### src/rtl/fpu_sched_pkg.sv
// FPU issue scheduler shared types, widths and defaults.
// Imported by the interface, the writeback slot ring and the top.
package fpu_sched_pkg;

    localparam int MAX_LAT_D   = 6;
    localparam int FWD_SLACK_D = 1;
    localparam int REG_IDX_W   = 5;
    localparam int LAT_W       = 3;
    localparam int NREG        = 1 << REG_IDX_W;

    typedef logic [REG_IDX_W-1:0] reg_idx_t;
    typedef logic [LAT_W-1:0]     lat_t;

    // A latency is usable only if it lands inside the slot ring.
    function automatic logic lat_legal(lat_t lat, int max_lat);
        return (lat != '0) && (int'(lat) <= max_lat);
    endfunction

endpackage

### src/rtl/fpu_issue_sched_if.sv
// Issue handshake between the FPU decode stage and the scheduler.
// master: decode drives the offer; slave: scheduler answers stall/fire.
interface fpu_issue_sched_if;

    import fpu_sched_pkg::*;

    logic     issue_valid;
    reg_idx_t issue_rs1;
    reg_idx_t issue_rs2;
    reg_idx_t issue_rs3;
    logic     use_rs1;
    logic     use_rs2;
    logic     use_rs3;
    logic     issue_wr;
    reg_idx_t issue_rd;
    lat_t     issue_lat;
    logic     stall;
    logic     issue_fire;

    modport master (
        output issue_valid, issue_rs1, issue_rs2, issue_rs3,
        output use_rs1, use_rs2, use_rs3,
        output issue_wr, issue_rd, issue_lat,
        input  stall, issue_fire
    );

    modport slave (
        input  issue_valid, issue_rs1, issue_rs2, issue_rs3,
        input  use_rs1, use_rs2, use_rs3,
        input  issue_wr, issue_rd, issue_lat,
        output stall, issue_fire
    );

endinterface

### src/rtl/fpu_wb_slot.sv
// Writeback reservation ring: resv[k] means a write lands k cycles out.
// Ports: set/set_lat/set_rd reserve, query_lat -> conflict, wb_* / inflight out.
module fpu_wb_slot
    import fpu_sched_pkg::*;
#(
    parameter int MAX_LAT = MAX_LAT_D
) (
    input  logic     clk,
    input  logic     rstn,
    input  logic     clken,
    input  logic     flush,
    input  logic     set,
    input  lat_t     set_lat,
    input  reg_idx_t set_rd,
    input  lat_t     query_lat,
    output logic     conflict,
    output logic     wb_valid,
    output reg_idx_t wb_rd,
    output lat_t     inflight
);

    logic [MAX_LAT:0] resv_q;
    logic [MAX_LAT:0] resv_d;
    reg_idx_t         slot_q [MAX_LAT+1];
    reg_idx_t         slot_d [MAX_LAT+1];
    lat_t             pop_d;

    // Out-of-range latencies never match a slot, so they never conflict.
    always_comb begin
        conflict = 1'b0;
        for (int k = 0; k <= MAX_LAT; k++) begin
            if (query_lat == lat_t'(k)) begin
                conflict = resv_q[k];
            end
        end
    end

    // A write with latency L must be at slot L-1 after this edge so
    // that it reaches slot 0 exactly L cycles after acceptance.
    always_comb begin
        resv_d = resv_q >> 1;
        for (int k = 0; k < MAX_LAT; k++) begin
            slot_d[k] = slot_q[k+1];
        end
        slot_d[MAX_LAT] = '0;
        if (set) begin
            for (int k = 0; k < MAX_LAT; k++) begin
                if (set_lat == lat_t'(k + 1)) begin
                    resv_d[k] = 1'b1;
                    slot_d[k] = set_rd;
                end
            end
        end
        if (flush) begin
            resv_d = '0;
            for (int k = 0; k <= MAX_LAT; k++) begin
                slot_d[k] = '0;
            end
        end
        pop_d = '0;
        for (int k = 0; k < MAX_LAT; k++) begin
            pop_d = pop_d + lat_t'(resv_d[k]);
        end
    end

    always_ff @(posedge clk or negedge rstn) begin
        if (!rstn) begin
            resv_q   <= '0;
            inflight <= '0;
            for (int k = 0; k <= MAX_LAT; k++) begin
                slot_q[k] <= '0;
            end
        end else if (clken) begin
            resv_q   <= resv_d;
            inflight <= pop_d;
            for (int k = 0; k <= MAX_LAT; k++) begin
                slot_q[k] <= slot_d[k];
            end
        end
    end

    assign wb_valid = resv_q[0];
    assign wb_rd    = slot_q[0];

endmodule

### src/rtl/fpu_issue_sched.sv
// FPU issue scheduler: per-register busy counters, hazard stall, slot ring.
// Ports: clk/rstn/clken/flush, iss (issue handshake), lat_err, wb_*, busy_mask, inflight.
module fpu_issue_sched
    import fpu_sched_pkg::*;
#(
    parameter int MAX_LAT   = MAX_LAT_D,
    parameter int FWD_SLACK = FWD_SLACK_D
) (
    input  logic             clk,
    input  logic             rstn,
    input  logic             clken,
    input  logic             flush,
    fpu_issue_sched_if.slave iss,
    output logic             lat_err,
    output logic             wb_valid,
    output reg_idx_t         wb_rd,
    output logic [NREG-1:0]  busy_mask,
    output lat_t             inflight
);

    localparam lat_t SLACK = lat_t'(FWD_SLACK);

    lat_t            cnt_q [NREG];
    lat_t            cnt_d [NREG];
    logic [NREG-1:0] busy_d;

    logic lat_ok;
    logic src_haz;
    logic waw;
    logic port_busy;
    logic wr_haz;
    logic stall_c;
    logic fire;
    logic load;
    logic bad_lat;

    // Sources whose producer is at most FWD_SLACK cycles away are
    // covered by forwarding. WAW keeps writebacks to one register ordered.
    always_comb begin
        lat_ok  = lat_legal(iss.issue_lat, MAX_LAT);
        src_haz = (iss.use_rs1 && (cnt_q[iss.issue_rs1] > SLACK))
               || (iss.use_rs2 && (cnt_q[iss.issue_rs2] > SLACK))
               || (iss.use_rs3 && (cnt_q[iss.issue_rs3] > SLACK));
        waw     = cnt_q[iss.issue_rd] > iss.issue_lat;
        wr_haz  = iss.issue_wr && (port_busy || waw);
        stall_c = iss.issue_valid && (src_haz || wr_haz);
        fire    = iss.issue_valid && !stall_c && clken && !flush;
        load    = fire && iss.issue_wr && lat_ok;
        bad_lat = fire && iss.issue_wr && !lat_ok;
    end

    assign iss.stall      = stall_c;
    assign iss.issue_fire = fire;

    // A fresh load replaces the decrement on its own register.
    always_comb begin
        for (int i = 0; i < NREG; i++) begin
            cnt_d[i] = cnt_q[i];
            if (flush) begin
                cnt_d[i] = '0;
            end else if (load && (iss.issue_rd == reg_idx_t'(i))) begin
                cnt_d[i] = iss.issue_lat;
            end else if (cnt_q[i] != '0) begin
                cnt_d[i] = cnt_q[i] - lat_t'(1);
            end
            busy_d[i] = cnt_d[i] != '0;
        end
    end

    always_ff @(posedge clk or negedge rstn) begin
        if (!rstn) begin
            busy_mask <= '0;
            lat_err   <= 1'b0;
            for (int i = 0; i < NREG; i++) begin
                cnt_q[i] <= '0;
            end
        end else if (clken) begin
            busy_mask <= busy_d;
            lat_err   <= bad_lat;
            for (int i = 0; i < NREG; i++) begin
                cnt_q[i] <= cnt_d[i];
            end
        end
    end

    fpu_wb_slot #(
        .MAX_LAT (MAX_LAT)
    ) u_wb_slot (
        .clk       (clk),
        .rstn      (rstn),
        .clken     (clken),
        .flush     (flush),
        .set       (load),
        .set_lat   (iss.issue_lat),
        .set_rd    (iss.issue_rd),
        .query_lat (iss.issue_lat),
        .conflict  (port_busy),
        .wb_valid  (wb_valid),
        .wb_rd     (wb_rd),
        .inflight  (inflight)
    );

endmodule

### src/flat_wrapper.sv
// flat-port wrapper written by rule: the top's interface ports become plain ports
module fpu_issue_sched_flat import fpu_sched_pkg::*;
#(
    parameter int MAX_LAT   = MAX_LAT_D,
    parameter int FWD_SLACK = FWD_SLACK_D
)
  (clk, rstn, clken, flush, lat_err, wb_valid, wb_rd, busy_mask, inflight, iss_issue_valid, iss_issue_rs1, iss_issue_rs2, iss_issue_rs3, iss_use_rs1, iss_use_rs2, iss_use_rs3, iss_issue_wr, iss_issue_rd, iss_issue_lat, iss_stall, iss_issue_fire);
  fpu_issue_sched_if iss_i ();
  input  logic clk;
  input  logic rstn;
  input  logic clken;
  input  logic flush;
  output logic lat_err;
  output logic wb_valid;
  output reg_idx_t wb_rd;
  output logic [NREG-1:0] busy_mask;
  output lat_t inflight;
  input wire logic [$bits(iss_i.issue_valid)-1:0] iss_issue_valid;
  input wire logic [$bits(iss_i.issue_rs1)-1:0] iss_issue_rs1;
  input wire logic [$bits(iss_i.issue_rs2)-1:0] iss_issue_rs2;
  input wire logic [$bits(iss_i.issue_rs3)-1:0] iss_issue_rs3;
  input wire logic [$bits(iss_i.use_rs1)-1:0] iss_use_rs1;
  input wire logic [$bits(iss_i.use_rs2)-1:0] iss_use_rs2;
  input wire logic [$bits(iss_i.use_rs3)-1:0] iss_use_rs3;
  input wire logic [$bits(iss_i.issue_wr)-1:0] iss_issue_wr;
  input wire logic [$bits(iss_i.issue_rd)-1:0] iss_issue_rd;
  input wire logic [$bits(iss_i.issue_lat)-1:0] iss_issue_lat;
  output wire logic [$bits(iss_i.stall)-1:0] iss_stall;
  output wire logic [$bits(iss_i.issue_fire)-1:0] iss_issue_fire;
  assign iss_i.issue_valid = iss_issue_valid;
  assign iss_i.issue_rs1 = iss_issue_rs1;
  assign iss_i.issue_rs2 = iss_issue_rs2;
  assign iss_i.issue_rs3 = iss_issue_rs3;
  assign iss_i.use_rs1 = iss_use_rs1;
  assign iss_i.use_rs2 = iss_use_rs2;
  assign iss_i.use_rs3 = iss_use_rs3;
  assign iss_i.issue_wr = iss_issue_wr;
  assign iss_i.issue_rd = iss_issue_rd;
  assign iss_i.issue_lat = iss_issue_lat;
  assign iss_stall = iss_i.stall;
  assign iss_issue_fire = iss_i.issue_fire;
  fpu_issue_sched #(.MAX_LAT(MAX_LAT), .FWD_SLACK(FWD_SLACK)) u_core (.clk(clk), .rstn(rstn), .clken(clken), .flush(flush), .iss(iss_i), .lat_err(lat_err), .wb_valid(wb_valid), .wb_rd(wb_rd), .busy_mask(busy_mask), .inflight(inflight));
endmodule
### config.mk
export PLATFORM = sky130hd
export DESIGN_NAME = fpu_issue_sched_flat
export DESIGN_NICKNAME = d
export VERILOG_FILES = /design/src/rtl/fpu_sched_pkg.sv /design/src/rtl/fpu_issue_sched_if.sv /design/src/rtl/fpu_wb_slot.sv /design/src/rtl/fpu_issue_sched.sv /design/src/flat_wrapper.sv
export SDC_FILE = /design/constraint.sdc
export NUM_CORES = 1
export LEC_CHECK = 0
export CORE_MARGIN = 3
export CORE_UTILIZATION = 40
export DETAILED_ROUTE_END_ITERATION = 16
export GPL_TIMING_DRIVEN = 0
export REMOVE_ABC_BUFFERS = 1
export SLEW_MARGIN = 0
export SYNTH_ARGS = -nofsm -noshare
export SYNTH_HDL_FRONTEND = slang
export SYNTH_HIERARCHICAL = 1
export SYNTH_SLANG_ARGS = --single-unit
### constraint.sdc
create_clock -name clk -period 8.55 [get_ports clk]
set_clock_uncertainty 0.15 [all_clocks]
set_input_delay 0.855 -clock clk [delete_from_list [all_inputs] [get_ports clk]]
set_output_delay 0.855 -clock clk [all_outputs]
set_load 0.05 [all_outputs]
Word-level counts from Yosys, hierarchy flattened
Cells that the tools add are included.

storage, ports and cells
  register bits after elaboration = 174
  input bits = 32
  output and inout port bits = 44
  word-level logic and storage cells = 379

operators by class
  add/sub/neg operators = 37
  magnitude comparators = 9
  equality and inequality tests = 37
  muxes and demuxes = 131
  bitwise gates (word level) = 4
  reductions and logical operators = 118

operators with widths
  cell                                                                             number
  3-bit 2-to-1 mux                                                                 104
  3-bit nonzero test                                                               65
  3-bit by 1-bit subtractor with 3-bit output, second input constant               32
  5-bit equality test, second input constant                                       16
  3-bit binary-select mux with 5-bit select                                        4
  1-bit logical AND                                                                44
  5-bit by 4-bit equality test with 1-bit output, second input constant            8
  35-bit 2-to-1 mux                                                                1
  30-bit 2-to-1 mux                                                                1
  5-bit 2-to-1 mux                                                                 6
  6-bit >= comparator, second input constant                                       4
  5-bit inverter with 6-bit output                                                 4
  5-bit by 3-bit equality test with 1-bit output, second input constant            4
  1-bit 2-to-1 mux                                                                 13
  6-bit 2-to-1 mux                                                                 2
  5-bit by 2-bit equality test with 1-bit output, second input constant            2
  3-bit by 1-bit adder with 3-bit output                                           3
  3-bit equality test, second input constant                                       3
  3-bit by 1-bit greater-than comparator with 1-bit output, second input constant  3
  3-bit by 2-bit equality test with 1-bit output, second input constant            2
  5-bit by 1-bit equality test with 1-bit output, second input constant            1
  5-bit zero test                                                                  1
  1-bit logical OR                                                                 4
  2-bit by 1-bit adder with 3-bit output                                           1
  6 further kinds                                                                  8

Longest topological paths before layout
Gate-level depths: netlist of the first run.

  depth in word-level cells = 25
  gate-level depth with buffers = 23
  mapped depth without buffers = 19

Modules after synthesis
The synthesis of the first run kept the hierarchy.

by module, submodules not included
  module           instances  cells an instance  area each (µm²)  seq. area each (µm²)
  fpu_issue_sched  1          1,330              11,099.4         3,228.1
  fpu_wb_slot      1          186                2,021.9          975.9

Worst setup path before layout of the first run
Ideal clock, no wire load.

  path kind = in2reg
  start = in iss_issue_rd[0]
  end = reg u_core.u_wb_slot.inflight[1]
  library setup time = 125 ps
  arrival = 7,346 ps
  required time = 8,275 ps
  setup slack = 930 ps
  stages = 23
  path buffers = 4
  path through = clkbuf_1 > buf_1 > mux4_2 > mux4_2 > mux2_2 > ha_1 > nor2b_1 > o21a_1 > o311ai_0 > o211ai_1 > nor4_4 > nand3_2 > inv_1 > clkbuf_1 > and4bb_1 > buf_6 > nor2_1 > nor2_1 > fa_1 > fa_1 > ha_1 > fa_1 > mux2_2

on the way
  elaborated cells on any way between the ends = 22
  those cells by class = add/sub: 5; order compare: 1; mux: 5; bitwise: 1; reduce/logical: 10

RTL lines
  what                                                    RTL line               RTL
  start, declared                                         flat_wrapper.sv:26     input wire logic [$bits(iss_i.issue_rd)-1:0] iss_issue_rd;
  5-bit inverter with 6-bit output (implied by the code)  fpu_issue_sched.sv:44  waw = cnt_q[iss.issue_rd] > iss.issue_lat;
  3-bit binary-select mux with 5-bit select               fpu_issue_sched.sv:44
  3-bit 2-to-1 mux (implied by the code) (2 in series)    fpu_issue_sched.sv:44
  3-bit greater-than comparator                           fpu_issue_sched.sv:44
  1-bit logical OR                                        fpu_issue_sched.sv:45  wr_haz = iss.issue_wr && (port_busy || waw);
  1-bit logical AND                                       fpu_issue_sched.sv:45
  1-bit logical OR                                        fpu_issue_sched.sv:46  stall_c = iss.issue_valid && (src_haz || wr_haz);
  1-bit logical AND                                       fpu_issue_sched.sv:46
  1-bit zero test                                         fpu_issue_sched.sv:47  fire = iss.issue_valid && !stall_c && clken && !flush;
  1-bit logical AND (3 in series)                         fpu_issue_sched.sv:47
  1-bit logical AND (2 in series)                         fpu_issue_sched.sv:48  load = fire && iss.issue_wr && lat_ok;
  named net u_core.load                                   fpu_issue_sched.sv:34  logic load;
  6-bit 2-to-1 mux                                        fpu_wb_slot.sv:46      if (set) begin
  6-bit 2-to-1 mux                                        fpu_wb_slot.sv:54      if (flush) begin
  named net u_core.u_wb_slot.resv_d[3]                    fpu_wb_slot.sv:23      logic [MAX_LAT:0] resv_d;
  3-bit by 1-bit adder with 3-bit output (3 in series)    fpu_wb_slot.sv:62      pop_d = pop_d + lat_t'(resv_d[k]);
  named net u_core.u_wb_slot.pop_d[1]                     fpu_wb_slot.sv:26      lat_t pop_d;
  end signal, assigned                                    fpu_wb_slot.sv:75      inflight <= pop_d;
  end, declared                                           fpu_wb_slot.sv:19      output lat_t inflight

The timed path passes the listed nets, and every way through them passes these cells. The select of a mux whose other input is x is not followed.
A chain may end at the register's enable or synchronous reset.

Worst setup path in the final report of the first run
  start = in iss_issue_rd[0]
  end = reg u_core.u_wb_slot.inflight[1]

on the way
  longest elaborated chain between the ends = 22

RTL lines
  what                                                    RTL line
  5-bit inverter with 6-bit output (implied by the code)  fpu_issue_sched.sv:44
  3-bit binary-select mux with 5-bit select               fpu_issue_sched.sv:44
  3-bit 2-to-1 mux (implied by the code) (2 in series)    fpu_issue_sched.sv:44
  3-bit greater-than comparator                           fpu_issue_sched.sv:44
  1-bit logical OR                                        fpu_issue_sched.sv:45
  1-bit logical AND                                       fpu_issue_sched.sv:45
  1-bit logical OR                                        fpu_issue_sched.sv:46
  1-bit logical AND                                       fpu_issue_sched.sv:46
  [... 4 more ...]                                        -
  1-bit logical AND (2 in series)                         fpu_issue_sched.sv:48
  6-bit 2-to-1 mux                                        fpu_wb_slot.sv:46
  6-bit 2-to-1 mux                                        fpu_wb_slot.sv:54
  named net u_core.u_wb_slot.resv_d[0]                    fpu_wb_slot.sv:23
  1-bit by 1-bit adder with 2-bit output                  fpu_wb_slot.sv:62
  2-bit by 1-bit adder with 3-bit output                  fpu_wb_slot.sv:62
  3-bit by 1-bit adder with 3-bit output (3 in series)    fpu_wb_slot.sv:62
  named net u_core.u_wb_slot.pop_d[1]                     fpu_wb_slot.sv:26

The timed path passes the listed nets, and every way through them passes these cells. The select of a mux whose other input is x is not followed.

==> results of run 1 <==
-- layout make-up --
cell class	instances	share of cell area, %
multi-input cells	1110	53.9
clock inverters	15	1.38
repair inverters	1	0.0339
flip-flops and latches	168	28.4
clock buffers	17	2.88
inverters	135	3.47
well taps	435	3.68
repair buffers	85	6.21
-- final timing paths --
kind,startpoint,end,cells after the start
worst max-delay path,iss_issue_rd[0],u_core/u_wb_slot/inflight[1],21
worst min register to register,u_core/busy_mask[31],u_core/busy_mask[31],1
max in group asynchronous,rstn,u_core/u_wb_slot/slot_q[8],2
min in group clk,u_core/busy_mask[31],u_core/busy_mask[31],1
worst min-delay path,rstn,u_core/busy_mask[3],1
worst max register to register,u_core/cnt_q[1],u_core/u_wb_slot/inflight[1],19
-- cell families after synthesis --
logic type | after synthesis
AOI/OAI and AO/OA | 357
and+or+nand+nor | 530
buffers and inverters | 239
DFF | 168
adders and majority gates | 71
muxes | 133
xor gates and xnor gates | 18
-- synthesized netlist by cell type, types with 7 or more instances --
library cell,number,area [sq um]
a311oi_1,8,70.1
o22ai_1,48,300
buf_2,16,80.1
nand2b_1,17,106
a211oi_1,27,203
a31oi_1,22,138
nor2b_1,7,43.8
dfrtp_1,168,4200
o31ai_1,9,67.6
inv_1,132,495
a211o_1,7,61.3
nor3_1,81,405
nor3b_1,7,52.6
o221ai_1,30,263
xnor2_1,18,158
mux2i_1,87,871
o211ai_1,8,60.1
nand4_1,10,62.6
nand3_1,31,155
mux4_2,36,811
nor4_1,8,50.1
buf_4,10,75.1
buf_1,9,33.8
nand2_1,115,432
a22o_1,7,61.3
a21oi_1,42,210
and3_1,24,150
mux2_2,10,113
a221oi_1,8,70.1
a2111oi_0,11,96.3
o2bb2ai_1,11,96.3
nor2_1,173,649
ha_1,68,851
o21ai_0,75,375
or3_1,13,81.3
nor4b_1,9,78.8
clkbuf_1,65,244
-- per-stage QoR --
stage / power, mW / cells
4_1_cts: 4.75 / 1965
5_1_grt: 5.14 / 1966
6_report: 4.78 / 1966
3_5_place_dp: 3.90 / 1930
3_3_place_gp: 3.83 / 1922
2_1_floorplan: 3.18 / 1412
-- worst max-delay path, stage by stage --
cell and delay, ps:
buf_4 390, buf_12 250, mux4_2 540, mux4_2 510, mux2_2 320, ha_1 300, nor2b_1 140, o21a_1 170
o311ai_0 740, o211ai_1 300, nor4_4 490, nand3_4 480, clkinvlp_4 380, and4bb_1 500, nor2_1 130, nor2_1 160
fa_1 430, fa_1 450, ha_1 220, fa_1 470, mux2_2 270
-- report_power, final --
| part | switching, mW | internal [mW] |
|---|---|---|
| sequential | 0.371 | 1.06 |
| combinational | 1.48 | 1.04 |
| clock | 0.406 | 0.425 |
| total | 2.26 | 2.52 |
-- registers in the layout (all words and copies together) (netlist names) --
signal,cells
u_core/cnt_q,96
u_core/busy_mask,32
u_core/u_wb_slot/slot_q,25
u_core/u_wb_slot/resv_q,6
u_core/u_wb_slot/wb_rd,5
u_core/u_wb_slot/inflight,3
u_core/lat_err,1
-- repair_timing --
action	CTS	global route
buffers inserted	2	0
cloned	1	1
setup endpoints to repair	60	2
gates resized for setup	4	3
endpoints found under the hold margin	0	0
pin swaps	1	0
-- metal layers --
metal  up-vias  share of wire (%)
met5         -                  0
met4         0                3.0
met3        74                7.2
met2       510                 44
met1      6053                 45
li1       5584                  -
==> results.toml, run 1 <==
[outcome]
status = "complete, no violations"

[worst_hold_path]
hold_path_class = "in -> async"

[floorplanning]
coreArea_sq_um = 32000
initial_core_util_pct = 41.1
design.die.area_sq_um = 35000
ios = 76
rows = 65
die_x_microns = 187
chipHeight_microns = 187

[synthesis]
avgSynthCellArea_sq_um = 8.66
synth_fa_ha_area_share_pct = 6.94
ys_seq_area_share_pct = 32.0
ys.warnings.count = 6
async_reset_ff_share_pct = 100
synthXorXnorAreaFrac_pct = 1.20
ys.flop_type = "dfrtp_1"
synth_edf_count = 0
syn_area_sq_um = 13100
netlist_instances = 1516
synth-seq-cells = 168
synth_compound_area_share_pct = 18.8
yosys.area_share.simple_pct = 19.8
synth.area.mux_share_pct = 13.7
synth_top_family_by_area = "simple AND/OR/NAND/NOR gates"
synth_cell_types = 79

[setup_path]
crit_arrival_ps = 8540
worstPathRequired_ps = 8750
cp_max_fo = 30
worst-r2r-setup-slack_ps = 810
critPathLaunchType = "primary input"
crit_path_end_kind = "flop"
critPathKind = "in -> reg"

[detailed_routing]
final_antenna_net_count = 0
drtIter0Drc = 1328
drc = 0
firstDrtPassIters = 6
viasPerCell = 6.22
wl_per_cell_microns = 22.2
vias = 12200
drt-total-wl_microns = 43700

[global_route]
grt_max_degree = 110
grt_use_met2_pct = 37.1
grt_use_met3_pct = 4.14
grt_use_met1_pct = 35.3
grt-busiest-layer = "met2"
track_usage_pct = 24.5
antenna_found_initial = 0
grt_pass1_wl_microns = 67400
grt_pass1_vias = 11400
grt-ovfl-total = 0

[final_layout]
final_common_cell = "nor2_1"
multi_input_comb_area_sq_um = 7970
area_growth_pct = 12.7
num_antenna_cells = 0
final-seq-area_sq_um = 4200
fillers = 3058
design_area_sq_um = 14800
num-nets-final = 1621
fin_util_pct = 46.3
layout_common_cells = "nor2_1 (170), dfrtp_1 (168), inv_1 (130), nand2_1 (115), mux2i_1 (87)"
drive_above_1_share_pct = 7.97

[sta]
rsz0062_at_grt = "no"
hold_slack_ps = 165
tns_ps = 0
max_freq_mhz = 120
worst_slack_ps = 204
hold_violations = 0
worst_pin_slew_ps = 1350
post-route-period-util_pct = 97.6
setup_viol = 0
slew_violations = 0
min_period_ps = 8350
maxSlewHeadroom_pct = 9.49

[placement]
post-place-ws_ps = -2870
dp_hpwl_microns = 28700
dpl_cell_area_sq_um = 14100
numPortBuffers = 75
gp_congestion = 0.947

[flow_run]
cap_violations = 0

[clock_tree]
cts-root-buf = "clkbuf_16"
cts.sinks = 168
cts_tree = "yes"
cts.htree.levels = 4
postCtsHoldBufs = 0
path_clk_slew_ps = 80
clockBufferDepth = 2
clock_latency_ps = 470
cts_buffers = 17

[pwr]
power_leakage_nw = 6.31
p_per_area_nw_per_um2 = 323
irDropWorstVdd_v = 0.000160
(Power assumes the default switching activity.)
==> run 2: changes to the inputs <==
--- a/config.mk
+++ b/config.mk
@@ -6,9 +6,11 @@
 export NUM_CORES = 1
 export LEC_CHECK = 0
 export CORE_MARGIN = 3
-export CORE_UTILIZATION = 40
+export CORE_UTILIZATION = 55
 export DETAILED_ROUTE_END_ITERATION = 16
+export GPL_ROUTABILITY_DRIVEN = 1
 export GPL_TIMING_DRIVEN = 0
+export PLACE_DENSITY = 0.77
 export REMOVE_ABC_BUFFERS = 1
 export SLEW_MARGIN = 0
 export SYNTH_ARGS = -nofsm -noshare
==> constraint.sdc (replaced) <==
create_clock -name clk -period 6.8 [get_ports clk]
set_clock_uncertainty 0.15 [all_clocks]
set_input_delay 0.68 -clock clk [delete_from_list [all_inputs] [get_ports clk]]
set_output_delay 0.68 -clock clk [all_outputs]
set_load 0.05 [all_outputs]
==> run 2 against run 1 <==
  * Clock power up 23%
  * Design area shrank 0.39%
  * Via count rose by 2.7%
  * Wire length fell by 4.0%
  * Critical path depth unchanged
  * Hold slack lost 160 ps
  * Register-to-register slack lost 310 ps
  * Non-clock buffer count grew 4
  * First-iteration DRC count grew 22%
  * Die area is 26% lower
  * Cell count fell by 6.0%
  * Setup slack better by 7.6 ps
  * Largest power group unchanged
  * Highest routed layer unchanged
==> results.toml, run 2 (synthesis results as in run 1) <==
[final_layout]
reg.largest.list = "u_core/cnt_q: 96 flops, u_core/busy_mask: 32 flops, u_core/u_wb_slot/slot_q: 25 flops"
largest_register_ffs = 96
top_register = "u_core/cnt_q"
fin_util_pct = 63.9
drive_above_1_share_pct = 8.59
num_antenna_cells = 0
area_growth_pct = 12.2
fillers = 1943
num-nets-final = 1626
final_common_cell = "nor2_1"
layout_common_cells = "nor2_1 (169), dfrtp_1 (168), inv_1 (130), nand2_1 (115), mux2i_1 (87)"

[outcome]
status = "complete, no violations"

[clock_tree]
cts.htree.levels = 4
postCtsHoldBufs = 0
cts-root-buf = "clkbuf_16"
cts_buffers = 17
clockBufferDepth = 2
cts.sinks = 168
path_clk_slew_ps = 80
clock_latency_ps = 450
cts_tree = "yes"

[sta]
setup_viol = 0
worst_pin_slew_ps = 1300
slew_violations = 0
post-route-period-util_pct = 96.9
max_freq_mhz = 152
maxSlewHeadroom_pct = 13.3
min_period_ps = 6590
tns_ps = 0
rsz0062_at_grt = "no"
hold_violations = 0

[pwr]
power_leakage_nw = 6.33
p_per_area_nw_per_um2 = 409
irDropWorstVdd_v = 0.000310
power_mw = 6.02

[global_route]
grt_pass1_wl_microns = 66400
grt-ovfl-total = 0
grt_pass1_vias = 12000
grt_max_degree = 107
track_usage_pct = 32.3
antenna_found_initial = 0

[detailed_routing]
firstDrtPassIters = 6
final_antenna_net_count = 0
vias = 12500
drc = 0
drt-total-wl_microns = 41900
viasPerCell = 6.79
drtIter0Drc = 1619
wl_per_cell_microns = 22.7

[placement]
gp_congestion = 1.00
numPortBuffers = 75
dp_hpwl_microns = 27200

[setup_path]
worst-r2r-setup-slack_ps = 500
crit_path_end_kind = "flop"
crit_arrival_ps = 6780
r2r_start = "u_core/cnt_q[1]"
worstPathRequired_ps = 6990
crit_path_cell_trace = "buf_6 -> buf_12 -> mux4_2 -> mux4_2 -> mux2_2 -> ha_1 -> nor2b_1 -> o21a_1 -> o311ai_2 -> o211ai_1 -> nor4_4 -> nand3_4 -> clkinvlp_4 -> and4bb_4 -> nor2_1 -> nor2_1 -> fa_1 -> fa_1 -> ha_1 -> fa_1 -> mux2_2"
r2r-end = "u_core/u_wb_slot/inflight[1]"
rr_worst_depth = 19
critPathMaxStageDelay_ps = 560
crit_cells = 21
crit_buf_inv = 3
path_common_cell = "fa_1"
cp_top_family = "adder cells"
cp_max_fo = 29
critPathLaunchType = "primary input"
critPathKind = "in -> reg"
slowest_stage = "mux4_2"

[worst_hold_path]
hold_path_class = "in -> async"

[floorplanning]
rows = 55
ios = 76
die_x_microns = 160
design.die.area_sq_um = 25700
initial_core_util_pct = 56.9
coreArea_sq_um = 23100
chipHeight_microns = 160

[flow_run]
cap_violations = 0
[run 2: metal layers]
metal | up-vias | GRT usage (%) | share of wire (%)
met1 | 6063 | 43.4 | 40
met4 | 0 | 12.9 | 4.1
met2 | 745 | 50.3 | 45
met5 | - | 0 | 0
met3 | 153 | 7.87 | 11
li1 | 5586 | - | -
[run 2: worst max path at each step]
stage / startpoint / end / slack, ps
after floorplan: clken / u_core/u_wb_slot/inflight[1] / -920
after global placement: clken / u_core/u_wb_slot/inflight[1] / -11580
after detailed placement: iss_issue_rd[2] / u_core/u_wb_slot/inflight[1] / -4180
after CTS: iss_issue_rd[0] / u_core/u_wb_slot/inflight[1] / 60
after global routing: iss_issue_rd[0] / u_core/u_wb_slot/inflight[1] / 20
final: iss_issue_rd[0] / u_core/u_wb_slot/inflight[1] / 210
[run 2: timing repair]
action	4_1_cts	5_1_grt
endpoints found under the setup margin	100	2
buffers inserted	5	0
resized for setup	13	4
pin swaps	1	1
cloned	3	0
[run 2: power breakdown]
| part | internal [mW] | leakage [nW] | switching, mW |
|---|---|---|---|
| Clock | 0.505 | 0.300 | 0.514 |
| Sequential | 1.33 | 2.21 | 0.468 |
| Combinational | 1.32 | 3.82 | 1.89 |
[run 2: cell type report]
cell class / instances / area [sq um] / area share, %
Clock buffer: 17 / 425 / 2.89
Clock inverter: 15 / 194 / 1.32
Inverter: 135 / 510 / 3.47
Multi-Input combinational cell: 1111 / 8000 / 54.3
Sequential cell: 168 / 4200 / 28.5
Tap cell: 313 / 392 / 2.66
Timing Repair Buffer: 89 / 995 / 6.75
Timing Repair inverter: 1 / 5.00 / 0.0340
[run 2: through the flow]
stage / std cells / hold WS, ps / worst slack, ps / area, sq um
after floorplan: 1412 / 234 / -918 / 12600
after global placement: 1800 / 325 / -11580 / 13800
after detailed placement: 1809 / 335 / -4180 / 14000
after CTS: 1849 / 33.3 / 57.4 / 14700
after global routing: 1849 / 48.7 / 16.1 / 14700
final: 1849 / 9.54 / 212 / 14700
